### src/rtl/vrased_pkg.sv
// -----------------------------------------------------------------------------
// vrased_pkg
// Shared definitions for the VRASED reset controller:
//   - FSM state encoding (2-bit, legacy-compatible constants)
//   - default reset-handler address
//   - violation counter width
// -----------------------------------------------------------------------------
package vrased_pkg;

    localparam logic [1:0] ST_RUN       = 2'd0;
    localparam logic [1:0] ST_ASSERT    = 2'd1;
    localparam logic [1:0] ST_HOLD      = 2'd2;
    localparam logic [1:0] ST_WAIT_BOOT = 2'd3;

    localparam logic [15:0] DEFAULT_RESET_HANDLER = 16'h0000;

    localparam int unsigned VIOL_CNT_W = 8;

    // States in which the core is held in reset.
    function automatic logic is_reset_state(input logic [1:0] s);
        return (s == ST_ASSERT) || (s == ST_HOLD);
    endfunction

endpackage

### src/rtl/vrased_rst_stretch.sv
// -----------------------------------------------------------------------------
// vrased_rst_stretch
// Loadable 8-bit down-counter that times the minimum reset width.
// Ports:
//   i_clk      clock
//   i_rst      asynchronous active-high reset (counter <= RST_VAL)
//   i_load     load i_load_val (takes priority over i_en)
//   i_load_val value to load
//   i_en       decrement by one; holds at zero
//   o_zero     counter equals zero
// -----------------------------------------------------------------------------
module vrased_rst_stretch #(
    parameter logic [7:0] RST_VAL = 8'd7
) (
    input  logic       i_clk,
    input  logic       i_rst,
    input  logic       i_load,
    input  logic [7:0] i_load_val,
    input  logic       i_en,
    output logic       o_zero
);

    logic [7:0] r_cnt;

    always_ff @(posedge i_clk or posedge i_rst) begin
        if (i_rst) begin
            r_cnt <= RST_VAL;
        end else if (i_load) begin
            r_cnt <= i_load_val;
        end else if (i_en && (r_cnt != '0)) begin
            r_cnt <= r_cnt - 8'd1;
        end
    end

    assign o_zero = (r_cnt == '0);

endmodule

### src/rtl/vrased_reset_ctrl.sv
// -----------------------------------------------------------------------------
// vrased_reset_ctrl
// Merges VRASED monitor violation requests into one registered system reset,
// stretched to MIN_RST_CYCLES, held while any request persists, then tracks
// the reboot until the core reaches RESET_HANDLER. Records a sticky cause
// mask and, optionally, a saturating violation counter.
//
// Optional build macro: VRASED_VIOL_CNT_EN
//   defined   -> 8-bit saturating violation counter on viol_cnt
//   undefined -> no counter flops, viol_cnt tied to 8'h00
//
// Ports:
//   clk        system clock (posedge)
//   rst        asynchronous active-high reset
//   viol_req   [NUM_SRC] level reset requests, bit i = monitor i
//   pc         [16] core program counter
//   cause_clr  single-cycle pulse, clears cause (new requests still set it)
//   sys_rst    registered active-high reset to the core
//   cause      [NUM_SRC] sticky OR of requests since last clear
//   viol_cnt   [8] saturating violation event count
// -----------------------------------------------------------------------------
module vrased_reset_ctrl
    import vrased_pkg::*;
#(
    parameter int unsigned NUM_SRC        = 4,
    parameter int unsigned MIN_RST_CYCLES = 8,
    parameter logic [15:0] RESET_HANDLER  = DEFAULT_RESET_HANDLER
) (
    input  logic                  clk,
    input  logic                  rst,
    input  logic [NUM_SRC-1:0]    viol_req,
    input  logic [15:0]           pc,
    input  logic                  cause_clr,
    output logic                  sys_rst,
    output logic [NUM_SRC-1:0]    cause,
    output logic [VIOL_CNT_W-1:0] viol_cnt
);

    localparam logic [7:0] STRETCH_INIT = 8'(MIN_RST_CYCLES - 1);

    logic [1:0]         r_state;
    logic [1:0]         w_next;
    logic               r_sys_rst;
    logic [NUM_SRC-1:0] r_cause;
    logic               w_any;
    logic               w_event;
    logic               w_zero;

    assign w_any = |viol_req;

    // The counter is loaded on every new violation event and only counts
    // while in ASSERT, so requests arriving mid-stretch never extend it.
    vrased_rst_stretch #(
        .RST_VAL (STRETCH_INIT)
    ) u_stretch (
        .i_clk      (clk),
        .i_rst      (rst),
        .i_load     (w_event),
        .i_load_val (STRETCH_INIT),
        .i_en       (r_state == ST_ASSERT),
        .o_zero     (w_zero)
    );

    always_comb begin
        w_next  = r_state;
        w_event = 1'b0;
        case (r_state)
            ST_RUN: begin
                if (w_any) begin
                    w_next  = ST_ASSERT;
                    w_event = 1'b1;
                end
            end
            ST_ASSERT: begin
                if (w_zero) begin
                    w_next = w_any ? ST_HOLD : ST_WAIT_BOOT;
                end
            end
            ST_HOLD: begin
                if (!w_any) begin
                    w_next = ST_WAIT_BOOT;
                end
            end
            ST_WAIT_BOOT: begin
                // A violation wins over a simultaneous reset-handler fetch.
                if (w_any) begin
                    w_next  = ST_ASSERT;
                    w_event = 1'b1;
                end else if (pc == RESET_HANDLER) begin
                    w_next = ST_RUN;
                end
            end
            default: begin
                w_next = ST_ASSERT;
            end
        endcase
    end

    always_ff @(posedge clk or posedge rst) begin
        if (rst) begin
            r_state   <= ST_ASSERT;
            r_sys_rst <= 1'b1;
            r_cause   <= '0;
        end else begin
            r_state   <= w_next;
            // Registered from the next state so sys_rst tracks the state
            // register exactly, one cycle after the triggering sample.
            r_sys_rst <= is_reset_state(w_next);
            r_cause   <= (r_cause & ~{NUM_SRC{cause_clr}}) | viol_req;
        end
    end

    assign sys_rst = r_sys_rst;
    assign cause   = r_cause;

`ifdef VRASED_VIOL_CNT_EN
    logic [VIOL_CNT_W-1:0] r_viol_cnt;

    always_ff @(posedge clk or posedge rst) begin
        if (rst) begin
            r_viol_cnt <= '0;
        end else if (w_event && (r_viol_cnt != '1)) begin
            r_viol_cnt <= r_viol_cnt + 1'b1;
        end
    end

    assign viol_cnt = r_viol_cnt;
`else
    assign viol_cnt = '0;
`endif

endmodule

### config.mk
export PLATFORM = sky130hd
export DESIGN_NAME = vrased_reset_ctrl
export DESIGN_NICKNAME = d
export VERILOG_FILES = /design/src/rtl/vrased_pkg.sv /design/src/rtl/vrased_rst_stretch.sv /design/src/rtl/vrased_reset_ctrl.sv
export SDC_FILE = /design/constraint.sdc
export NUM_CORES = 1
export LEC_CHECK = 0
export CAP_MARGIN = 0
export CORE_UTILIZATION = 38
export DETAILED_ROUTE_END_ITERATION = 16
export MAX_ROUTING_LAYER = met4
export PLACE_DENSITY = 0.75
export SLEW_MARGIN = 20
export SYNTH_ARGS = -nofsm -noshare
export SYNTH_HDL_FRONTEND = slang
export SYNTH_HIERARCHICAL = 1
export SYNTH_SLANG_ARGS = --single-unit
### constraint.sdc
create_clock -name clk -period 4 [get_ports clk]
set_clock_uncertainty 0.1 [all_clocks]
set_input_delay 0.6 -clock clk [delete_from_list [all_inputs] [get_ports clk]]
set_output_delay 0.6 -clock clk [all_outputs]
set_load 0.01 [all_outputs]
==> impl_metrics.prom, run 1 <==
# TYPE chip_impl_metric gauge
chip_impl_info{name="most_common_cell_after_layout_fill_and_taps_aside",value="sky130_fd_sc_hd__clkdlybuf4s50_1"} 1
chip_impl_metric{name="clock_slew_at_the_register_clock_pins_of_the_worst_setup_and_hold_paths",unit="ns"} 0.09
chip_impl_metric{name="first_pass_grt_wire_length",unit="um"} 3260
chip_impl_metric{name="worstSkewPairLatency",unit="ns"} 0.28
chip_impl_metric{name="number_of_global_route_vias_before_repair",unit=""} 749
chip_impl_info{name="unrepaired_setup_endpoints_after_global_routing",value="no"} 1
chip_impl_metric{name="starting_density_of_the_core",unit="%"} 40.3
chip_impl_info{name="synth_top_cells_by_area",value="sky130_fd_sc_hd__dfrtp_1, sky130_fd_sc_hd__dfstp_2, sky130_fd_sc_hd__ha_1"} 1
chip_impl_metric{name="placementRows",unit=""} 18
chip_impl_metric{name="pin_count",unit=""} 36
chip_impl_metric{name="power.internal",unit="mW"} 0.446
chip_impl_metric{name="hold_bufs_inserted_after_cts",unit=""} 0
chip_impl_metric{name="post-route-min-period",unit="ns"} 2.32
chip_impl_metric{name="netSwitchingFraction",unit="%"} 40.6
chip_impl_metric{name="max_freq",unit="MHz"} 431
chip_impl_metric{name="die_area",unit="mm2"} 0.00286
chip_impl_metric{name="worst-endpoint-required",unit="ns"} 4.12
chip_impl_metric{name="area_share_of_the_largest_cell_type_after_synthesis",unit="%"} 24.8
chip_impl_metric{name="synth_register_bits",unit=""} 15
chip_impl_info{name="cts_tree",value="built"} 1
chip_impl_metric{name="syn_area",unit="mm2"} 0.00101
chip_impl_info{name="run_status",value="completed"} 1
chip_impl_metric{name="static-leakage-power",unit="nW"} 0.564
chip_impl_metric{name="core_area",unit="mm2"} 0.00250
chip_impl_metric{name="synth_cells",unit=""} 109
chip_impl_info{name="cell_chosen_for_the_clock_root",value="sky130_fd_sc_hd__clkbuf_4"} 1
chip_impl_metric{name="worstPathArrival",unit="ns"} 2.43
chip_impl_metric{name="floorplan.die.height",unit="um"} 53.5
chip_impl_metric{name="place_hpwl",unit="um"} 1670
chip_impl_metric{name="finalSetupViolations",unit=""} 0
chip_impl_metric{name="power.share.sequential",unit="%"} 38.6
chip_impl_info{name="final_cell_mix",value="sky130_fd_sc_hd__clkdlybuf4s50_1, sky130_fd_sc_hd__conb_1, sky130_fd_sc_hd__nand2_1, sky130_fd_sc_hd__dfrtp_1, sky130_fd_sc_hd__inv_1"} 1
chip_impl_metric{name="cp_max_fo",unit=""} 4
chip_impl_metric{name="finalCritPeriodShare",unit="%"} 58.0
chip_impl_metric{name="htree_num_levels",unit=""} 1
chip_impl_metric{name="routed_wire_length_per_instance",unit="um"} 11.9
chip_impl_metric{name="route.detailed.vias_per_inst",unit=""} 4.93
chip_impl_metric{name="drt-pass1-iter-count",unit=""} 4
chip_impl_metric{name="dr_total_vias",unit=""} 863
chip_impl_metric{name="num-nets-final",unit=""} 175
chip_impl_metric{name="grt_max_degree",unit=""} 18
chip_impl_metric{name="final.setup.tns",unit="ns"} 0
chip_impl_info{name="critPathLaunchType",value="register"} 1
chip_impl_metric{name="globalRoute.totalOverflow",unit=""} 0
chip_impl_metric{name="yosys_warnings",unit=""} 6
chip_impl_metric{name="numClockSinks",unit=""} 15
chip_impl_metric{name="comb_power_share",unit="%"} 49.8
chip_impl_metric{name="power_density",unit="mW/mm2"} 563
chip_impl_metric{name="cts_setup_buffers",unit=""} 0
chip_impl_metric{name="timing_max_transition_violations_final",unit=""} 0
chip_impl_info{name="critical_path_class",value="reg -> reg"} 1
chip_impl_metric{name="seqCellArea",unit="um2"} 382
chip_impl_metric{name="antenna_cells_inserted",unit=""} 0
chip_impl_metric{name="portBuffers",unit=""} 27
chip_impl_metric{name="synth_area_per_cell",unit="um2"} 9.25
chip_impl_metric{name="finalWeightedCongestion",unit=""} 0.901
chip_impl_metric{name="maxSlewHeadroom",unit="%"} 40.8
chip_impl_metric{name="count_of_fill_cells_added_during_filler_insertion",unit=""} 225
chip_impl_metric{name="numCtsBuffers",unit=""} 3
chip_impl_info{name="endpoint_kind",value="register"} 1
chip_impl_metric{name="die_w",unit="um"} 53.5
chip_impl_metric{name="finalHoldWorstSlack",unit="ns"} 0.386
chip_impl_metric{name="ant_nets",unit=""} 0
chip_impl_metric{name="p_sw",unit="mW"} 0.305
chip_impl_metric{name="synthToLayoutAreaGrowth",unit="%"} 32.1
chip_impl_metric{name="timing_hold_violations_final",unit=""} 0
chip_impl_metric{name="multi_input_area",unit="um2"} 586
chip_impl_metric{name="wire_length_reported_by_the_detailed_router",unit="um"} 2080
chip_impl_metric{name="clockPowerShare",unit="%"} 11.7
chip_impl_metric{name="synthDistinctLibCells",unit=""} 43
chip_impl_info{name="netlist.top_cell.by_area",value="sky130_fd_sc_hd__dfrtp_1"} 1
chip_impl_metric{name="grt_util_overall",unit="%"} 16.2
chip_impl_metric{name="first_iter_violations",unit=""} 11
chip_impl_metric{name="worst_margin_slew",unit="ns"} 0.884
chip_impl_metric{name="timing.max_cap.violations",unit=""} 0
chip_impl_info{name="hold_path.class",value="reg -> reg"} 1
chip_impl_metric{name="antenna_found_initial",unit=""} 0
chip_impl_metric{name="post_route_cells_drive_above_1_share",unit="%"} 11.7
chip_impl_metric{name="share_of_synthesized_area_occupied_by_flip_flops_and_latches",unit="%"} 37.8
chip_impl_metric{name="post-route-drc-count",unit=""} 0
chip_impl_metric{name="irDropWorstVdd",unit="uV"} 335
chip_impl_metric{name="clockBufferDepth",unit=""} 2
chip_impl_metric{name="post_cts_resize_count",unit=""} 0
-- routing by layer --
layer | vias to the layer above | share of wire [%] | global-route usage, %
li1 | 440 | - | -
met1 | 406 | 44 | 17.5
met2 | 17 | 52 | 29.0
met3 | 0 | 3.9 | 5.46
met4 | 0 | 0 | 2.63
met5 | - | 0 | -
-- worst paths after layout --
kind | startpoint | slack [ns] | end | cells past startpoint
setup / recovery | u_stretch/r_cnt[0] | 1.68 | sys_rst | 9
hold / removal | cause[2] | 0.39 | cause[2] | 1
setup reg to reg | u_stretch/r_cnt[0] | 1.68 | sys_rst | 9
hold reg to reg | cause[2] | 0.39 | cause[2] | 1
max in group asynchronous | rst | 3.04 | u_stretch/r_cnt[0] | 2
min in group asynchronous | rst | 0.46 | cause[1] | 2
-- sequential cells by signal (all words and copies together) (netlist names) --
name / cells
sys_rst: 1
u_stretch/r_cnt: 8
r_state: 2
cause: 4
-- worst max-delay path: stages, from the launching register on --
cell                      delay [ns]
sky130_fd_sc_hd__dfstp_2        0.38
sky130_fd_sc_hd__inv_1          0.10
sky130_fd_sc_hd__ha_1           0.18
sky130_fd_sc_hd__or4b_4         0.50
sky130_fd_sc_hd__nor2_1         0.26
sky130_fd_sc_hd__nor2_1         0.10
sky130_fd_sc_hd__o21ai_0        0.21
sky130_fd_sc_hd__a32o_1         0.26
sky130_fd_sc_hd__nand2_1        0.08
sky130_fd_sc_hd__o22ai_2        0.10
-- kinds of logic after synthesis --
logic type	count (synthesis)	synth area share [%]
fa+ha+maj	6	7.44
simple gates	37	21.3
flops	15	37.8
other cells	2	0.745
xor+xnor	4	3.47
compound gates	27	18.7
mux	1	1.12
buf+inv	17	9.31
-- power groups by stage --
stage | logic (mW) | clock network [mW] | registers (mW)
finish | 0.374 | 0.0876 | 0.290
detailed placement | 0.373 | 0 | 0.288
global route | 0.419 | 0.0989 | 0.296
floorplan | 0.287 | 0 | 0.276
global placement | 0.355 | 0 | 0.282
CTS | 0.374 | 0.0931 | 0.287
-- layout make-up --
type	count	area share [%]
multi-input cells	91	43.9
flip-flops and latches	15	28.6
repair buffers	27	20.3
well taps	30	2.82
inverters	8	2.25
clock buffers	3	1.69
clock inverters	1	0.376
-- per-stage QoR --
step	setup slack [ns]	util, %	instance area [um2]	cells	total power [mW]
finish	1.68	53.3	1330	175	0.751
global route	1.51	53.3	1330	175	0.814
CTS	1.70	53.3	1330	175	0.754
detailed placement	1.44	52.2	1310	171	0.662
global placement	1.55	52.2	1310	171	0.638
floorplan	1.92	-	1060	123	0.563
-- cell usage after synthesis (all sizes together) --
cell and instances:
or4b 1, inv 8, ha 6, nor2b 1
a21oi 1, nor2 6, nor3 1, buf 8
dfstp 5, nand4 2, nand3 2, a211oi 1
a22oi 1, o31ai 1, nor3b 1, a32o 1
mux2 1, o41ai 1, conb 2, or2 1
xor2 2, or4 1, o21ai 11, o31a 1
xnor2 2, nor4b 1, a21o 4, o211ai 1
clkbuf 1, a21boi 1, a31oi 1, and3 1
or3 2, nor4 6, nand2b 1, nand2 10
dfrtp 10, o21a 1, o22ai 1
No activity file was read; power rests on OpenSTA's default activity.
==> run 2, diff against run 1 <==
==> constraint.sdc (replaced) <==
create_clock -name clk -period 2.3 [get_ports clk]
set_clock_uncertainty 0.1 [all_clocks]
set_input_delay 0.345 -clock clk [delete_from_list [all_inputs] [get_ports clk]]
set_output_delay 0.345 -clock clk [all_outputs]
set_load 0.01 [all_outputs]
==> run 2 against run 1 <==
Sequential power rose by 69%. Count of clock-buffer cells in the layout did not move. Setup slack got worse by 1.6 ns. Register-to-register slack got worse by 1.6 ns. Via count rose by 3.8%. Non-clock buffer count rose by 3. First-iteration DRC count rose by 110%. Cell count rose by 1.7%. Sequential cell count did not move. Critical path depth did not move. Global-route usage rose by 3.0 points.
==> impl_metrics.prom, run 2 (synthesized netlist as in run 1, its figures left out) <==
# TYPE chip_impl_metric gauge
chip_impl_info{name="run_status",value="completed"} 1
chip_impl_info{name="endpoint_kind",value="register"} 1
chip_impl_metric{name="number_of_global_route_vias_before_repair",unit=""} 903
chip_impl_metric{name="wire_length_reported_by_the_detailed_router",unit="um"} 2250
chip_impl_metric{name="timing.max_cap.violations",unit=""} 0
chip_impl_metric{name="maxSlewHeadroom",unit="%"} 57.0
chip_impl_metric{name="finalSetupViolations",unit=""} 0
chip_impl_info{name="worstPathCellList",value="inv_1 -> ha_1 -> or4b_4 -> nor2_2 -> buf_4 -> a21boi_2 -> o211ai_1 -> o21a_1 -> o22ai_2"} 1
chip_impl_metric{name="worst_margin_slew",unit="ns"} 0.636
chip_impl_metric{name="die_area",unit="mm2"} 0.00286
chip_impl_metric{name="grt_util_overall",unit="%"} 19.2
chip_impl_metric{name="pin_count",unit=""} 36
chip_impl_metric{name="antenna_cells_inserted",unit=""} 0
chip_impl_info{name="hold_path.class",value="in -> async"} 1
chip_impl_metric{name="finalWeightedCongestion",unit=""} 0.876
chip_impl_metric{name="antenna_found_initial",unit=""} 0
chip_impl_info{name="final_cell_mix",value="sky130_fd_sc_hd__clkdlybuf4s50_1, sky130_fd_sc_hd__conb_1, sky130_fd_sc_hd__nand2_1, sky130_fd_sc_hd__dfrtp_1, sky130_fd_sc_hd__inv_1"} 1
chip_impl_metric{name="hold_bufs_inserted_after_cts",unit=""} 0
chip_impl_info{name="unrepaired_setup_endpoints_after_global_routing",value="no"} 1
chip_impl_metric{name="post-route-drc-count",unit=""} 0
chip_impl_metric{name="grt_max_degree",unit=""} 10
chip_impl_info{name="most_common_cell_after_layout_fill_and_taps_aside",value="sky130_fd_sc_hd__clkdlybuf4s50_1"} 1
chip_impl_metric{name="post-route-cell-area",unit="mm2"} 0.00136
chip_impl_metric{name="dr_total_vias",unit=""} 896
chip_impl_info{name="critPathLaunchType",value="register"} 1
chip_impl_info{name="grt.busiest_layer",value="met2"} 1
chip_impl_metric{name="core_area",unit="mm2"} 0.00250
chip_impl_metric{name="timing_max_transition_violations_final",unit=""} 0
chip_impl_metric{name="routed_wire_length_per_instance",unit="um"} 12.6
chip_impl_metric{name="grt_use_met3",unit="%"} 6.03
chip_impl_metric{name="starting_density_of_the_core",unit="%"} 40.3
chip_impl_metric{name="pre_cts_slack",unit="ns"} 0.0871
chip_impl_metric{name="cp_max_fo",unit=""} 4
chip_impl_info{name="largest-register",value="u_stretch/r_cnt"} 1
chip_impl_metric{name="num-nets-final",unit=""} 178
chip_impl_metric{name="worstPathArrival",unit="ns"} 2.29
chip_impl_info{name="cell_chosen_for_the_clock_root",value="sky130_fd_sc_hd__clkbuf_4"} 1
chip_impl_metric{name="post_route_cells_drive_above_1_share",unit="%"} 14.9
chip_impl_metric{name="cpPeakStageDelay",unit="ns"} 0.50
chip_impl_metric{name="portBuffers",unit=""} 27
chip_impl_metric{name="irDropWorstVdd",unit="uV"} 773
chip_impl_metric{name="post-route-min-period",unit="ns"} 2.17
chip_impl_metric{name="place_hpwl",unit="um"} 1840
chip_impl_metric{name="place.detailed.instances",unit=""} 174
chip_impl_metric{name="floorplan.die.height",unit="um"} 53.5
chip_impl_metric{name="first_iter_violations",unit=""} 23
chip_impl_metric{name="placementRows",unit=""} 18
chip_impl_metric{name="clock_slew_at_the_register_clock_pins_of_the_worst_setup_and_hold_paths",unit="ns"} 0.09
chip_impl_metric{name="post_cts_resize_count",unit=""} 0
chip_impl_metric{name="cts_setup_buffers",unit=""} 0
chip_impl_metric{name="globalRoute.totalOverflow",unit=""} 0
chip_impl_metric{name="timing_hold_violations_final",unit=""} 0
chip_impl_metric{name="clockBufferDepth",unit=""} 2
chip_impl_metric{name="ant_nets",unit=""} 0
chip_impl_metric{name="finalWorstSetupSlack",unit="ns"} 0.129
chip_impl_metric{name="die_w",unit="um"} 53.5
chip_impl_metric{name="finalHoldWorstSlack",unit="ns"} 0.228
chip_impl_metric{name="max_freq",unit="MHz"} 461
chip_impl_metric{name="final.setup.tns",unit="ns"} 0
chip_impl_metric{name="worstSkewPairLatency",unit="ns"} 0.28
chip_impl_metric{name="layoutNonFillerInstCount",unit=""} 178
chip_impl_metric{name="count_of_fill_cells_added_during_filler_insertion",unit=""} 237
chip_impl_metric{name="use_met1",unit="%"} 19.8
chip_impl_metric{name="dpl_cell_area",unit="mm2"} 0.00133
chip_impl_metric{name="largest_reg_flops",unit=""} 8
chip_impl_metric{name="grt.met2_usage",unit="%"} 35.4
chip_impl_info{name="cts_tree",value="built"} 1
chip_impl_metric{name="power_density",unit="mW/mm2"} 987
chip_impl_metric{name="drt-pass1-iter-count",unit=""} 4
chip_impl_metric{name="static-leakage-power",unit="nW"} 0.585
chip_impl_metric{name="synthToLayoutAreaGrowth",unit="%"} 34.7
chip_impl_metric{name="first_pass_grt_wire_length",unit="um"} 3840
chip_impl_metric{name="numCtsBuffers",unit=""} 3
chip_impl_metric{name="finalCritPeriodShare",unit="%"} 94.4
chip_impl_metric{name="worst-endpoint-required",unit="ns"} 2.42
chip_impl_info{name="critical_path_class",value="reg -> reg"} 1
chip_impl_metric{name="htree_num_levels",unit=""} 1
chip_impl_info{name="critical_path_top_delay_cell",value="sky130_fd_sc_hd__or4b_4"} 1
chip_impl_metric{name="timing.reg2reg.worst_path_depth",unit=""} 9
chip_impl_metric{name="numClockSinks",unit=""} 15
chip_impl_metric{name="route.detailed.vias_per_inst",unit=""} 5.03
[run 2: final cells by class]
type / count / area (um2) / share of cell area [%]
multi-input combinational: 91 / 589 / 43.4
sequential: 15 / 382 / 28.1
timing repair buffer: 30 / 293 / 21.5
tap: 30 / 37.5 / 2.76
inverter: 8 / 30.0 / 2.21
clock buffer: 3 / 22.5 / 1.66
clock inverter: 1 / 5.00 / 0.368
[run 2: final timing paths]
kind / slack (ns) / endpoint / start
max: 0.13 / sys_rst / u_stretch/r_cnt[0]
min: 0.23 / cause[1] / rst
max reg2reg: 0.13 / sys_rst / u_stretch/r_cnt[0]
min reg2reg: 0.39 / cause[2] / cause[2]
max in group asynchronous: 1.57 / u_stretch/r_cnt[1] / rst
min in group clk: 0.39 / cause[2] / cause[2]
[run 2: worst max-delay path, delay by kind of cell (launching register included)]
family / cells / cell delay (ns)
AOI/OAI and AO/OA: 4 / 0.56
buffers and inverters: 2 / 0.24
and+or+nand+nor: 2 / 0.64
adders and majority gates: 1 / 0.18
DFF: 1 / 0.38
[run 2: power by group]
part           internal (mW)  switching [mW]
logic                  0.340           0.359
clock network         0.0646          0.0866
registers              0.396          0.0945
total                  0.801           0.540
[run 2: through the flow]
step / utilization (%) / power [mW]
final: 54.4 / 1.34
after global routing: 54.4 / 1.47
after CTS: 54.2 / 1.34
after detailed placement: 53.1 / 1.18
after global placement: 53.1 / 1.14
after floorplan: - / 0.979
[run 2: routing by layer]
layer	vias up	wire length (um)
met5	-	0
met1	420	916
li1	448	-
met2	26	1210
met4	0	2
met3	2	123
